<file path="src/rtl/uart_pkg.sv">
// uart_pkg: constants shared by the UART transmitter blocks.
// Parity selectors and the transmit FSM state encoding.
package uart_pkg;

    localparam int PAR_NONE = 0;
    localparam int PAR_EVEN = 1;
    localparam int PAR_ODD  = 2;

    typedef enum logic [2:0] {
        ST_IDLE  = 3'd0,
        ST_START = 3'd1,
        ST_DATA  = 3'd2,
        ST_PAR   = 3'd3,
        ST_STOP  = 3'd4
    } tx_state_e;

endpackage

</file>
<file path="src/rtl/uart_fifo.sv">
// uart_fifo: small synchronous FIFO holding bytes waiting to be sent.
// A write into a full FIFO is taken only when the head leaves that cycle.
module uart_fifo #(
    parameter int WIDTH = 8,
    parameter int DEPTH = 4
) (
    input  logic             clk,
    input  logic             rst_n,
    input  logic             wr_i,
    input  logic [WIDTH-1:0] wdata_i,
    input  logic             pop_i,
    output logic [WIDTH-1:0] rdata_o,
    output logic             full_o,
    output logic             empty_o
);

    localparam int AW = $clog2(DEPTH);

    logic [AW:0]      wr_ptr_q, wr_ptr_d;
    logic [AW:0]      rd_ptr_q, rd_ptr_d;
    logic [WIDTH-1:0] mem_q [DEPTH];
    logic             push;
    logic             pop;

    assign empty_o = (wr_ptr_q == rd_ptr_q);
    assign full_o  = (wr_ptr_q[AW-1:0] == rd_ptr_q[AW-1:0])
                  && (wr_ptr_q[AW] != rd_ptr_q[AW]);
    assign rdata_o = mem_q[rd_ptr_q[AW-1:0]];

    // Qualify pop/push and advance the wrapping pointers.
    always_comb begin
        pop      = pop_i & ~empty_o;
        push     = wr_i & (~full_o | pop);
        wr_ptr_d = wr_ptr_q + {{AW{1'b0}}, push};
        rd_ptr_d = rd_ptr_q + {{AW{1'b0}}, pop};
    end

    // Pointer registers; reset empties the FIFO.
    always_ff @(posedge clk or negedge rst_n) begin
        if (!rst_n) begin
            wr_ptr_q <= '0;
            rd_ptr_q <= '0;
        end else begin
            wr_ptr_q <= wr_ptr_d;
            rd_ptr_q <= rd_ptr_d;
        end
    end

    // Storage array, written at the tail slot.
    always_ff @(posedge clk) begin
        if (push) begin
            mem_q[wr_ptr_q[AW-1:0]] <= wdata_i;
        end
    end

endmodule

</file>
<file path="src/rtl/uart_tx_fifo.sv">
// uart_tx_fifo: FIFO-buffered UART transmitter with tick divider.
// Frames are start, LSB-first data, optional parity, then stop bits.
module uart_tx_fifo
    import uart_pkg::*;
#(
    parameter int DATA_BITS  = 8,
    parameter int PARITY     = 0,
    parameter int STOP_BITS  = 1,
    parameter int FIFO_DEPTH = 4,
    parameter int CLK_DIV    = 8,
    parameter int OVERSAMPLE = 16
) (
    input  logic                 clk_master,
    input  logic                 rst_i,
    input  logic [DATA_BITS-1:0] data_i,
    input  logic                 data_we_i,
    input  logic                 tx_en,
    output logic                 tx_o,
    output logic                 tx_done,
    output logic                 full_o,
    output logic                 empty_o,
    output logic                 busy_o,
    output logic                 overflow_o
);

    localparam int DW = $clog2(CLK_DIV);
    localparam int TW = $clog2(STOP_BITS * OVERSAMPLE + 1);
    localparam int BW = $clog2(DATA_BITS);

    localparam logic [DW-1:0] DIV_LAST  = DW'(CLK_DIV - 1);
    localparam logic [TW-1:0] BIT_LAST  = TW'(OVERSAMPLE - 1);
    localparam logic [TW-1:0] STOP_LAST = TW'(STOP_BITS * OVERSAMPLE - 1);
    localparam logic [BW-1:0] DATA_LAST = BW'(DATA_BITS - 1);

    logic [DW-1:0]        div_q, div_d;
    logic                 tick;
    tx_state_e            state_q, state_d;
    logic [TW-1:0]        tcnt_q, tcnt_d;
    logic [BW-1:0]        bcnt_q, bcnt_d;
    logic [DATA_BITS-1:0] shreg_q, shreg_d;
    logic                 par_q, par_d;
    logic                 tx_q, tx_d;
    logic                 done_q, done_d;
    logic                 ovf_q, ovf_d;
    logic                 pop;
    logic                 bit_end;
    logic                 stop_end;
    logic [DATA_BITS-1:0] head;
    logic                 fifo_full;
    logic                 fifo_empty;

    uart_fifo #(
        .WIDTH (DATA_BITS),
        .DEPTH (FIFO_DEPTH)
    ) u_fifo (
        .clk     (clk_master),
        .rst_n   (rst_i),
        .wr_i    (data_we_i),
        .wdata_i (data_i),
        .pop_i   (pop),
        .rdata_o (head),
        .full_o  (fifo_full),
        .empty_o (fifo_empty)
    );

    assign tx_o       = tx_q;
    assign tx_done    = done_q;
    assign full_o     = fifo_full;
    assign empty_o    = fifo_empty;
    assign busy_o     = (state_q != ST_IDLE);
    assign overflow_o = ovf_q;

    // Free-running divider producing a one-cycle tick.
    always_comb begin
        tick  = (div_q == DIV_LAST);
        div_d = tick ? '0 : div_q + DW'(1);
    end

    // Frame sequencing: bit timing, data shifting and frame chaining.
    always_comb begin
        state_d  = state_q;
        tcnt_d   = tcnt_q;
        bcnt_d   = bcnt_q;
        shreg_d  = shreg_q;
        par_d    = par_q;
        tx_d     = tx_q;
        done_d   = 1'b0;
        pop      = 1'b0;
        bit_end  = tick && (tcnt_q == BIT_LAST);
        stop_end = tick && (tcnt_q == STOP_LAST);
        if (tick) begin
            tcnt_d = tcnt_q + TW'(1);
        end
        unique case (state_q)
            ST_IDLE: begin
                tcnt_d = '0;
                pop    = tick && tx_en && !fifo_empty;
            end
            ST_START: begin
                if (bit_end) begin
                    state_d = ST_DATA;
                    tcnt_d  = '0;
                    bcnt_d  = '0;
                    tx_d    = shreg_q[0];
                end
            end
            ST_DATA: begin
                if (bit_end) begin
                    tcnt_d = '0;
                    if (bcnt_q == DATA_LAST) begin
                        if (PARITY != PAR_NONE) begin
                            state_d = ST_PAR;
                            tx_d    = par_q;
                        end else begin
                            state_d = ST_STOP;
                            tx_d    = 1'b1;
                        end
                    end else begin
                        bcnt_d  = bcnt_q + BW'(1);
                        shreg_d = shreg_q >> 1;
                        tx_d    = shreg_q[1];
                    end
                end
            end
            ST_PAR: begin
                if (bit_end) begin
                    state_d = ST_STOP;
                    tcnt_d  = '0;
                    tx_d    = 1'b1;
                end
            end
            ST_STOP: begin
                if (stop_end) begin
                    done_d  = 1'b1;
                    tcnt_d  = '0;
                    state_d = ST_IDLE;
                    tx_d    = 1'b1;
                    pop     = tx_en && !fifo_empty;
                end
            end
            default: begin
                state_d = ST_IDLE;
                tx_d    = 1'b1;
            end
        endcase
        if (pop) begin
            state_d = ST_START;
            tcnt_d  = '0;
            tx_d    = 1'b0;
            shreg_d = head;
            par_d   = (^head) ^ (PARITY == PAR_ODD);
        end
        ovf_d = ovf_q | (data_we_i & fifo_full & ~pop);
    end

    // Tick divider register.
    always_ff @(posedge clk_master or negedge rst_i) begin
        if (!rst_i) begin
            div_q <= '0;
        end else begin
            div_q <= div_d;
        end
    end

    // FSM and registered line outputs.
    always_ff @(posedge clk_master or negedge rst_i) begin
        if (!rst_i) begin
            state_q <= ST_IDLE;
            tcnt_q  <= '0;
            bcnt_q  <= '0;
            shreg_q <= '0;
            par_q   <= 1'b0;
            tx_q    <= 1'b1;
            done_q  <= 1'b0;
            ovf_q   <= 1'b0;
        end else begin
            state_q <= state_d;
            tcnt_q  <= tcnt_d;
            bcnt_q  <= bcnt_d;
            shreg_q <= shreg_d;
            par_q   <= par_d;
            tx_q    <= tx_d;
            done_q  <= done_d;
            ovf_q   <= ovf_d;
        end
    end

endmodule

</file>
<file path="config.mk">
export PLATFORM = sky130hd
export DESIGN_NAME = uart_tx_fifo
export DESIGN_NICKNAME = d
export VERILOG_FILES = /design/src/rtl/uart_pkg.sv /design/src/rtl/uart_fifo.sv /design/src/rtl/uart_tx_fifo.sv
export SDC_FILE = /design/constraint.sdc
export NUM_CORES = 1
export LEC_CHECK = 0
export CORE_UTILIZATION = 55
export DETAILED_ROUTE_END_ITERATION = 8
export PLACE_DENSITY = 0.79
export SYNTH_ARGS = -nofsm -noshare
export SYNTH_HDL_FRONTEND = slang
export SYNTH_SLANG_ARGS = --single-unit
</file>
<file path="constraint.sdc">
create_clock -name clk_master -period 3.86 [get_ports clk_master]
set_input_delay 0.579 -clock clk_master [delete_from_list [all_inputs] [get_ports clk_master]]
set_output_delay 0.579 -clock clk_master [all_outputs]
set_load 0.02 [all_outputs]
</file>
Yosys cells after proc, flatten, opt, wreduce, memory -nomap -nowiden
Memory sizes are Yosys's and may differ from the RTL's.
Index checks and enable logic that the tools add are counted.
{ "classes": {"n_addsub": 5, "n_eq_ne": 21, "muxes": 31, "n_bitwise": 9, "n_reduce_logical": 17} }
{ "op_table": {"columns": ["op", "n"], "rows": [
  ["$mux W8", 4],
  ["$mux W3", 9],
  ["$mux W5", 3],
  ["$ne A3 B2 Y1 const B", 5],
  ["$pmux W3 S5", 1],
  ["$mux W1", 10],
  ["$pmux W5 S2", 1],
  ["$eq A3 B3 Y1 const B", 3],
  ["$reduce_and A4 Y1", 2],
  ["$add A3 B1 Y3", 2],
  ["$add A3 B1 Y3 const B", 2],
  ["$eq A3 B2 Y1 const B", 2],
  ["$ne A2 B2 Y1 const B", 3],
  ["$pmux W3 S2", 1],
  ["$reduce_and A6 Y1", 1],
  ["$reduce_bool A2 Y1", 3],
  ["$add A5 B1 Y5 const B", 1],
  ["$eq A5 B4 Y1 const B", 1],
  ["$logic_and A1 B1 Y1", 5],
  ["$and A1 B1 Y1", 4],
  ["$ne A2 B1 Y1 const B", 2],
  ["$pmux W1 S4", 1],
  ["$reduce_or A4 Y1", 1],
  ["$eq A3 B1 Y1 const B", 1],
  ["12 further kinds", 15]
]} }
{ "word_totals": {"ff_bits": 31, "ram_bits": 32, "out_inout_bits": 6, "mem_count": 1} }
{ "memory_table": {"columns": ["memory", "depth", "width", "read_ports", "rd_ports_with_merged_regs", "wr", "line", "text"], "rows": [
  ["u_fifo.mem_q", 4, 8, 1, 0, 1, "uart_fifo.sv:21", "logic [WIDTH-1:0] mem_q [DEPTH];"]
]} }

Longest topological paths before layout
{ "logic_depth": {"depth_word": 10, "depth_mapped": 10, "ltp_nobuf": 9} }

By module
A second synthesis with hierarchy kept.
{ "hier_totals": {"cells_unflattened": 197, "hier_area_um2": 2849.0} }
{ "modules_own_cells": {"columns": ["module", "instances", "cells_per_inst", "area_each_um2"], "rows": [
  ["uart_fifo", 1, 67, 1530.2],
  ["uart_tx_fifo", 1, 130, 1318.8]
]} }

Least setup slack after synthesis
No wires, ideal clock.
{ "synth_path": {"kind": "register to register", "startpoint": "register tcnt_q[0]", "endpoint": "memory u_fifo.mem_q[0][0] (enable)", "setup_ps": 385, "t_arrival_ps": 1985, "required_time_ps": 3475, "path_slack_ps": 1490, "path_stages_with_launch": 7, "path_buffers": 0, "cell_sequence": "dfrtp_1 > ha_1 > and3_1 > ha_1 > o2111ai_2 > a21boi_1 > nor3b_1"} }
{ "synth_via": {"elab_chain_len": 9} }
{ "synth_rtl": {"columns": ["item", "line", "text"], "rows": [
  ["from (decl)", "uart_tx_fifo.sv:38", "logic [TW-1:0] tcnt_q, tcnt_d;"],
  ["from (signal assigned)", "uart_tx_fifo.sv:178", "tcnt_q <= tcnt_d;"],
  ["$eq A5 B4 Y1", "uart_tx_fifo.sv:90", "stop_end = tick && (tcnt_q == STOP_LAST);"],
  ["$logic_and A1 B1 Y1", "uart_tx_fifo.sv:90", null],
  ["$mux W1", "uart_tx_fifo.sv:133", "if (stop_end) begin"],
  ["$pmux W1 S2", "uart_tx_fifo.sv:94", "unique case (state_q)"],
  ["$and A1 B1 Y1", "uart_fifo.sv:32", "pop = pop_i & ~empty_o;"],
  ["$or A1 B1 Y1", "uart_fifo.sv:33", "push = wr_i & (~full_o | pop);"],
  ["$and A1 B1 Y1", "uart_fifo.sv:33", null],
  ["$mux W1", "uart_fifo.sv:51", "if (push) begin"],
  ["$mux W1 (implied by the code)", "uart_fifo.sv:52", "mem_q[wr_ptr_q[AW-1:0]] <= wdata_i;"],
  ["to (decl)", "uart_fifo.sv:21", null]
]} }
Every way passes these cells.

Worst setup path in the final report
{ "layout_path": {"startpoint": "register u_fifo.rd_ptr_q[0]", "endpoint": "output port full_o"} }
{ "layout_via": {"elab_chain_len": 2} }
{ "layout_rtl": {"columns": ["item", "line", "text"], "rows": [
  ["from (decl)", "uart_fifo.sv:20", "logic [AW:0] rd_ptr_q, rd_ptr_d;"],
  ["from (signal assigned)", "uart_fifo.sv:45", "rd_ptr_q <= rd_ptr_d;"],
  ["$eq A2 B2 Y1", "uart_fifo.sv:26", "assign full_o = (wr_ptr_q[AW-1:0] == rd_ptr_q[AW-1:0])"],
  ["$logic_and A1 B1 Y1", "uart_fifo.sv:27", "&& (wr_ptr_q[AW] != rd_ptr_q[AW]);"],
  ["to (decl)", "uart_tx_fifo.sv:20", "output logic full_o,"]
]} }
Every way passes these cells.

==> results summary <==
At the later pin of the worst-skew pair, clock insertion delay measures between 0.3 and 0.4 ns. The die outline area is approximately 5400 um^2. The register clock-pin slew on the reported worst setup and hold paths came out at 0.08 ns.

The clock sink total came out at 63. Post-CTS repair changed the size of 0 cells. 18 I/O pins were placed.

In this run, the number of DRC markers left after iteration 0 of detailed routing was 75. The setup path with the least slack is of type reg -> out. In the final timing run, aggregate negative setup slack is 0 ns. The post-synthesis cell type count is 45. The final count of negative-setup-slack endpoints came out at 0. Counting the buffers created by CTS gives 9. The number of enable-type register cells in the synthesized netlist is 32. The remaining global-route overflow is 0.

The run finished with clean final reports. The number of antenna violations at the first check in global routing is 0. The hold buffer count at cts is 0. In this run the worst hold path is classified as reg -> reg. The mean area per synthesized cell is around 16 um^2. The sequential-to-total area share from yosys stat came out at 0.623.

TritonCTS built the clock tree. Counting every net in the synthesized netlist gives between 150 and 200. The number of max-cap violations is 0. The number of antenna-violating nets in the routed design is 0. Fill cells in the final layout number approximately 330. The adder and majority cell fraction of the synthesized area is 0.0485.

The data required time at the worst endpoint is ~3.3 ns. The number of global-route vias before repair came out at 1550. The fraction of the mapped netlist area in compound gates is 0.0498. The number of slew-limit violations in the final report is 0. Setup repair after global routing left no endpoint under its margin. The number of warnings issued by yosys came out at 0.

By area, the combinational part of the netlist is dominated by multiplexers. The maximum fanout encountered on the critical timing path came out at 10. For this run, the top clock speed supported by timing is approximately 360 MHz. The residual DRC count is 0.

The cell area after synthesis is roughly 2800 um^2. The leakage power is 0.00131 uW. Detailed placement ended at an HPWL of 3.04 mm. The final clock skew is 0.0104 ns. The largest net degree at the start of global routing came out at 32.

The total number of vias is between 1000 and 1500. The highest ir drop seen on vdd is between 400 and 500 uV. The max-slew headroom at the worst pin is 0.650. The fraction of the cycle the final worst path needs is 0.720. For this configuration, the core starts out at a cell density of 0.583. The routed wire length is between 4 and 5 mm. The power density normalized to cell area came out at about 640 nW/um^2.

Including well taps, the total number of placed cells is 256. The total global routing track utilization came out at 0.195. The via density per instance is 5.47. The average detailed-routed wire length per instance is 15.9 um. Of the total synthesized cell area, the portion taken by XOR and XNOR cells is 0.0305. The clock root buffer is clkbuf_8. Measured along the x axis, the die boundary spans between 70 and 80 um. The number of diodes added for antenna fixing came out at 0. Counting flops with an async set or reset pin after synthesis yields a share of 0.492. The actual slew at the worst max-slew pin is roughly 0.52 ns. Row generation in the floorplan step produced 25 rows. The final critical path time including I/O delays and setup is 2.78 ns. The most used flip-flop cell after synthesis is edfxtp_1. The nature of the critical path endpoint is an output port.

The floorplan step set the die height to 73.2 um. The register-to-register setup slack is 1.36 ns. The first global-routing pass estimated around 7.3 mm of wire. The congestion estimate from routability-driven global placement came to 0.761. Counting flops and latches in the post-synthesis netlist gives 63.

The maximum level of the CTS H-tree came out at 3. The layout-stage area growth over the synthesis result came out at 14.4%. The basic-gate share of the synthesized area counting and, or, nand and nor cells came out at 0.0843. No sink is reached through more buffers than the 2 on the longest clock path.

The multiplexer fraction of the synthesized cell area came out at 0.135. The final instance area is around 3200 um^2. The standard cell core area came out at roughly 4800 um^2.

The final-report hold violation count is 0. After the last flow step, the layout net total stands at roughly 220. The startpoint type of the worst setup path is a flip-flop. The worst setup slack after layout came out at around 1.1 ns. At the placement stage, the worst setup path has a slack of roughly 1.4 ns.

The count of placed standard cells in the final layout, fillers left out came out at between 200 and 300. The port buffer count came out at 17. The instance area after placement came out at 3010 um^2. The data arrival time of the worst path came out at about 2.2 ns. The count of TritonRoute iterations in the first routing pass is 4. Of the cells placed in the final design, the portion with a size suffix greater than 1 is 0.200. After clock tree synthesis, the setup repair step added 0 buffers.

For this run, the share of the core covered by cells in the final layout is 0.666. The number of instances in the synthesized netlist is 175.
==> metal layers <==
layer | track usage | routed length, um | vias to the layer above
met3 | 0.0414 | 159 | 11
met2 | 0.328 | 2240 | 33
met4 | 0.111 | 112 | 0
li1 | - | - | 713
met1 | 0.232 | 1810 | 732
met5 | 0 | 0 | -
==> where the power goes <==
part           total, uW  internal [uW]  switching, uW
Clock                511            239            273
Sequential          1020            885            132
Combinational        516            287            229
Total               2040           1410            634
==> area by class of cell <==
| type | instances | area, um^2 | area share |
|---|---|---|---|
| timing repair buffer | 19 | 185 | 0.0581 |
| multi-input combinational | 99 | 972 | 0.305 |
| clock buffer | 9 | 124 | 0.0388 |
| sequential | 63 | 1740 | 0.545 |
| inverter | 8 | 30.0 | 0.00942 |
| clock inverter | 7 | 56.3 | 0.0177 |
| tap | 67 | 83.8 | 0.0263 |
==> kinds of logic after synthesis <==
family                   Yosys count
adder cells (fa/ha/maj)           11
AO/OA/AOI/OAI                     20
flip-flops                        63
AND/OR/NAND/NOR                   39
XOR/XNOR                           8
multiplexers                      21
buffers and inverters             13
==> registers in the layout, indices dropped and copies added, names as in the netlist <==
name             flops
tx_o                 1
u_fifo.rd_ptr_q      3
div_q                3
u_fifo.mem_q        32
bcnt_q               3
u_fifo.wr_ptr_q      3
overflow_o           1
tx_done              1
shreg_q              8
state_q              3
tcnt_q               5
==> critical path: stages (launching register included) <==
cell and delay [ns]:
dfrtp_1 0.57, xor2_2 0.26, nor3_1 0.34, clkdlybuf4s50_1 0.67
==> synthesized netlist by cell type (2+ instances only) <==
cell	count	area [um^2]
a21oi_1	3	15.0
a22oi_1	2	15.0
and3_1	2	12.5
and3b_1	2	17.5
buf_4	2	15.0
buf_6	3	33.8
dfrtp_1	30	751
edfxtp_1	32	961
ha_1	10	125
inv_1	7	26.3
mux2_2	6	67.6
mux2_4	6	90.1
mux4_1	8	210
nand2_1	10	37.5
nor2_1	9	33.8
nor3_1	3	15.0
o21ai_0	6	30.0
o221ai_1	2	17.5
xnor2_1	2	17.5
xor2_1	4	35.0
xor2_2	2	32.5
==> through the flow <==
| stage | total power (uW) | hold slack [ns] |
|---|---|---|
| 6_report | 2040 | 0.448 |
| 5_1_grt | 2150 | 0.469 |
| 4_1_cts | 2060 | 0.451 |
| 3_5_place_dp | 1550 | 0.440 |
| 3_3_place_gp | 1510 | 0.413 |
| 2_1_floorplan | 1390 | 0.283 |
==> worst paths after layout <==
kind,start,cells past startpoint,to
setup / recovery,u_fifo.rd_ptr_q[0]$_DFF_PN0_,3,full_o
hold / removal,div_q[0]$_DFF_PN0_,1,div_q[0]$_DFF_PN0_
setup reg to reg,tcnt_q[0]$_DFF_PN0_,9,u_fifo.rd_ptr_q[2]$_DFF_PN0_
hold reg to reg,div_q[0]$_DFF_PN0_,1,div_q[0]$_DFF_PN0_
min in group asynchronous,rst_i,2,tx_done$_DFF_PN0_
max in group asynchronous,rst_i,2,tx_o$_DFFE_PN1P_
==> layout by cell type, fill, tap and decap left out, types with 3 or more instances in the layout <==
master,instances
xor2_1,4
nor3_1,3
mux2_4,6
mux4_1,8
nor2_1,9
clkinv_4,3
mux2_2,6
a21oi_1,3
inv_1,7
dfrtp_1,30
clkdlybuf4s50_1,17
nand2_1,10
clkbuf_8,9
o21ai_0,6
edfxtp_1,32
ha_1,10
Power figures use the tool's default switching activity.
